==> config.mk <==
export PLATFORM = sky130hd
export DESIGN_NAME = lsr_arbiter
export DESIGN_NICKNAME = d
export VERILOG_FILES = /design/src/rtl/lsr_pkg.sv /design/src/rtl/lsr32_core.sv /design/src/rtl/lsr_arbiter.sv
export SDC_FILE = /design/constraint.sdc
export NUM_CORES = 1
export LEC_CHECK = 0
export ABC_AREA = 1
export CAP_MARGIN = 30
export CORE_ASPECT_RATIO = 1.4
export CORE_UTILIZATION = 50
export CTS_CLUSTER_SIZE = 30
export DETAILED_ROUTE_END_ITERATION = 10
export GPL_TIMING_DRIVEN = 0
export HOLD_SLACK_MARGIN = 0.08
export PLACE_DENSITY_LB_ADDON = 0.15
export SLEW_MARGIN = 10
export SYNTH_ARGS = -nofsm -noshare
export SYNTH_HDL_FRONTEND = slang
export SYNTH_SLANG_ARGS = --single-unit
==> constraint.sdc <==
create_clock -name clk -period 2.9 [get_ports clk]
set_input_delay 0.725 -clock clk [delete_from_list [all_inputs] [get_ports clk]]
set_output_delay 0.725 -clock clk [all_outputs]
set_load 0.05 [all_outputs]
==> src/rtl/lsr_pkg.sv <==
// Shared constants for the logical-shift-right arbiter: FSM encoding and requester IDs.
package lsr_pkg;

  typedef enum logic [1:0] {
    ST_IDLE = 2'd0,
    ST_EXEC = 2'd1,
    ST_RESP = 2'd2
  } lsr_state_e;

  localparam logic ID_A = 1'b0;
  localparam logic ID_B = 1'b1;

  localparam int DATA_W  = 32;
  localparam int SHAMT_W = 5;

endpackage

==> src/rtl/lsr32_core.sv <==
// Combinational 32-bit logical right shift; vacated upper bits are zero-filled.
module lsr32_core
  import lsr_pkg::*;
(
  input  logic [DATA_W-1:0]  data,
  input  logic [SHAMT_W-1:0] shamt,
  output logic [DATA_W-1:0]  result
);

  assign result = data >> shamt;

endmodule

==> src/rtl/lsr_arbiter.sv <==
// Two-requester round-robin front end for a single shared shifter: one transaction
// in flight, IDLE -> EXEC -> RESP, with the response held until the consumer takes it.
module lsr_arbiter
  import lsr_pkg::*;
#(
  parameter logic FIRST_GRANT = 1'b0
) (
  input  logic               clk,
  input  logic               rst,
  input  logic               a_valid,
  output logic               a_ready,
  input  logic [DATA_W-1:0]  a_data,
  input  logic [SHAMT_W-1:0] a_shamt,
  input  logic               b_valid,
  output logic               b_ready,
  input  logic [DATA_W-1:0]  b_data,
  input  logic [SHAMT_W-1:0] b_shamt,
  output logic               rsp_valid,
  input  logic               rsp_ready,
  output logic [DATA_W-1:0]  rsp_data,
  output logic               rsp_id,
  output logic               busy
);

  lsr_state_e         state_q, state_d;
  logic               prio_q, prio_d;
  logic [DATA_W-1:0]  op_data_q, op_data_d;
  logic [SHAMT_W-1:0] op_shamt_q, op_shamt_d;
  logic               op_id_q, op_id_d;
  logic [DATA_W-1:0]  rsp_data_q, rsp_data_d;
  logic               rsp_id_q, rsp_id_d;
  logic               grant_a, grant_b;
  logic [DATA_W-1:0]  shift_res;

  lsr32_core u_core (
    .data   (op_data_q),
    .shamt  (op_shamt_q),
    .result (shift_res)
  );

  always_comb begin
    state_d    = state_q;
    prio_d     = prio_q;
    op_data_d  = op_data_q;
    op_shamt_d = op_shamt_q;
    op_id_d    = op_id_q;
    rsp_data_d = rsp_data_q;
    rsp_id_d   = rsp_id_q;
    grant_a    = 1'b0;
    grant_b    = 1'b0;
    unique case (state_q)
      ST_IDLE: begin
        // A lone requester always wins; a tie goes to whoever holds priority.
        grant_b = b_valid && (!a_valid || prio_q == ID_B);
        grant_a = a_valid && !grant_b;
        if (grant_a) begin
          op_data_d  = a_data;
          op_shamt_d = a_shamt;
          op_id_d    = ID_A;
          prio_d     = ID_B;
          state_d    = ST_EXEC;
        end else if (grant_b) begin
          op_data_d  = b_data;
          op_shamt_d = b_shamt;
          op_id_d    = ID_B;
          prio_d     = ID_A;
          state_d    = ST_EXEC;
        end
      end
      ST_EXEC: begin
        rsp_data_d = shift_res;
        rsp_id_d   = op_id_q;
        state_d    = ST_RESP;
      end
      ST_RESP: begin
        if (rsp_ready) state_d = ST_IDLE;
      end
      default: state_d = ST_IDLE;
    endcase
  end

  always_ff @(posedge clk or posedge rst) begin
    if (rst) begin
      state_q    <= ST_IDLE;
      prio_q     <= FIRST_GRANT;
      op_data_q  <= '0;
      op_shamt_q <= '0;
      op_id_q    <= ID_A;
      rsp_data_q <= '0;
      rsp_id_q   <= ID_A;
    end else begin
      state_q    <= state_d;
      prio_q     <= prio_d;
      op_data_q  <= op_data_d;
      op_shamt_q <= op_shamt_d;
      op_id_q    <= op_id_d;
      rsp_data_q <= rsp_data_d;
      rsp_id_q   <= rsp_id_d;
    end
  end

  // Ready is combinational, so it is masked while reset is held.
  assign a_ready   = grant_a && !rst;
  assign b_ready   = grant_b && !rst;
  assign rsp_valid = (state_q == ST_RESP);
  assign rsp_data  = rsp_data_q;
  assign rsp_id    = rsp_id_q;
  assign busy      = (state_q != ST_IDLE);

endmodule

==> impl_metrics.yaml <==
setup_path:
  start_kind: "input port"
  worstSetupPathType: "in -> out"
  crit_fanout: 4
  cp.required_ps: 2170
  cp-end-kind: "primary output"
  arrival_ps: 1980
logic_synthesis:
  synth_area_leaders: "dfrtp_1 41%, nand3_1 27%, nand2_1 19%"
  synth-compound-area-share_pct: 3.08
  yosys_warnings: 0
  synth_area_per_cell_um2: 6.96
  ys_seq_elements: 74
  netlist_area_um2: 4470
  synth_top_family_by_area: "simple AND/OR/NAND/NOR gates"
  yosys.area_share.simple_pct: 48.6
  syn_inst: 643
  seq_area_frac_synth_pct: 41.4
  syn_nets: 722
  synth-adder-area-share_pct: 0
  muxShareOfSynthArea_pct: 0
  synth_top_cell_area_share_pct: 41.4
  synth_xor_area_share_pct: 0
  synth_cell_types: 25
  synth_area_leader_cell: "dfrtp_1"
timing:
  rsz0062_at_grt: "false"
  fmax_ghz: 0.370
  worst_pin_slew_ps: 559
  slew-limit-headroom_pct: 62.7
  setup_viol: 0
  final.period_utilization_pct: 93.1
  min_period_ps: 2700
  slew_viol_final: 0
  finalWorstSetupSlack_ps: 199
  hold_viol_final: 0
  fin_skew_ps: 8.59
worst_hold_path:
  hold_class: "reg -> reg"
global_route:
  grt-ovfl-total: 0
  grt_pass1_wl_mm: 23.8
  antenna_found_initial: 0
  grt_pass1_vias: 4925
  grt.total_usage_pct: 34.4
  grt_max_degree: 40
detailed_routing:
  routed_wl_mm: 15.1
  dr_total_vias: 5148
  dr.pass1.iters: 5
  viasPerCell: 5.84
  ant_nets: 0
  wl_per_cell_um: 17.2
  drc: 0
  drt_iter0_markers: 431
status:
  status: "finished clean"
finish:
  final_common_cell: "nand3_1"
  finish.utilization_pct: 70.8
  layout_common_cells: "244 x nand3_1, 228 x nand2_1, 113 x clkdlybuf4s50_1, 74 x dfrtp_1, 21 x buf_2"
  nets: 851
  drive_above_1_share_pct: 8.37
  diodes: 0
  final_area_um2: 6090
  area_growth_pct: 36.2
  post_layout_nonfiller_instances: 882
  fillers: 721
place:
  dp_hpwl_mm: 11.8
  placed_area_um2: 5780
  globalplace.congestion: 0.995
  dp_slack_ps: -545
  dp.cells: 864
  io_buffers: 115
clock_tree:
  insertion_delay_ps: 350
  cts_tree: "yes"
  clkTransAtPathRegs_ps: 60
  numClockSinks: 74
  hold_buffers: 0
  cts_root_buf: "clkbuf_16"
  clockBufferDepth: 2
  cts-buffers-inserted: 9
  htreeDepth: 3
floorplan:
  dieArea_um2: 9330
  die-width_um: 81.9
  io_pins: 116
  die_h_um: 114
  num_rows: 40
  core-area_um2: 8610
  floorplan.initialDensity_pct: 52.0
pwr:
  power.total_uw: 8090
  power.density_nw_per_um2: 1330
  ir_drop_uv: 872
  leakage_uw: 0.00284
run:
  max_cap_violations: 0
[logic make-up (layout without fill, tap and decap cells)]
family,count (synthesis),in the layout
simple gates,489,489
buf+inv,60,194
flops,74,74
compound gates,20,20
[worst max-delay path, cell delays in order]
cell and delay (ps):
clkdlybuf4s50_1 510, inv_1 80, a21oi_4 210, nand2_4 90, nor2_1 90, buf_2 260
[area by class of cell]
class	count	area [um^2]	share of cell area (%)
multi-input cells	509	2320	38.0
plain buffers	42	238	3.90
flip-flops and latches	74	1850	30.4
clock inverters	5	52.6	0.863
clock buffers	11	253	4.15
well taps	105	131	2.16
inverters	18	73.8	1.21
repair buffers	118	1180	19.3
[synth_stat cells]
| cell type | count |
|---|---|
| dfrtp_1 | 74 |
| nor2_1 | 9 |
| inv_1 | 8 |
| a22o_1 | 3 |
| clkinv_1 | 1 |
| buf_4 | 3 |
| nor2_4 | 1 |
| clkbuf_1 | 12 |
| inv_2 | 7 |
| buf_1 | 2 |
| buf_6 | 6 |
| nor3_1 | 1 |
| nand4_1 | 3 |
| o211ai_1 | 5 |
| nand3_1 | 244 |
| o21ai_0 | 8 |
| nand2_4 | 2 |
| a22oi_1 | 1 |
| nand2_2 | 1 |
| inv_4 | 1 |
| clkinv_2 | 1 |
| nand2_1 | 228 |
| a21oi_4 | 1 |
| buf_2 | 19 |
| a21oi_1 | 2 |
[state kept, by name, indices dropped and copies added (netlist names)]
signal / count
op_id_q: 1
rsp_id: 1
prio_q: 1
op_data_q: 32
rsp_data: 32
op_shamt_q: 5
state_q: 2
[routing by layer]
layer  global-route usage [%]  part of all wire [%]  wire, um
met5                        0                     0         0
met4                     21.8                   5.9       886
met3                     4.72                   5.6       843
met2                     58.0                    50      7520
met1                     40.1                    39      5880
[through the flow]
step,hold WS (ps),setup TNS [ps]
6_report,486,0
5_1_grt,505,0
4_1_cts,487,0
3_5_place_dp,472,-1070
3_3_place_gp,456,-58410
2_1_floorplan,442,0
[final timing paths]
path / from / slack [ps] / end / cells past startpoint
hold / removal: rsp_data[24]$_DFFE_PP0N_ / 490 / rsp_data[24]$_DFFE_PP0N_ / 2
setup / recovery: b_valid / 200 / b_ready / 6
max in group asynchronous: rst / 1540 / op_data_q[28]$_DFFE_PP0P_ / 3
setup reg to reg: op_shamt_q[3]$_DFFE_PP0P_ / 1110 / rsp_data[0]$_DFFE_PP0N_ / 6
min in group asynchronous: rst / 800 / op_id_q$_DFFE_PP0P_ / 2
hold reg to reg: rsp_data[24]$_DFFE_PP0N_ / 490 / rsp_data[24]$_DFFE_PP0N_ / 2
[where the power goes]
group          switching [uW]  internal, uW
Sequential                340          1520
Clock                     429           708
Combinational            3450          1640
Total                    4220          3870
[timing repair]
action | in CTS | in global routing
gates resized for setup | 6 | 5
pin swaps | 1 | 0
hold endpoints to repair | 0 | 0
buffers inserted | 2 | 0
setup endpoints to repair | 2 | 2
Note: power is estimated with default switching activity, not from simulation.
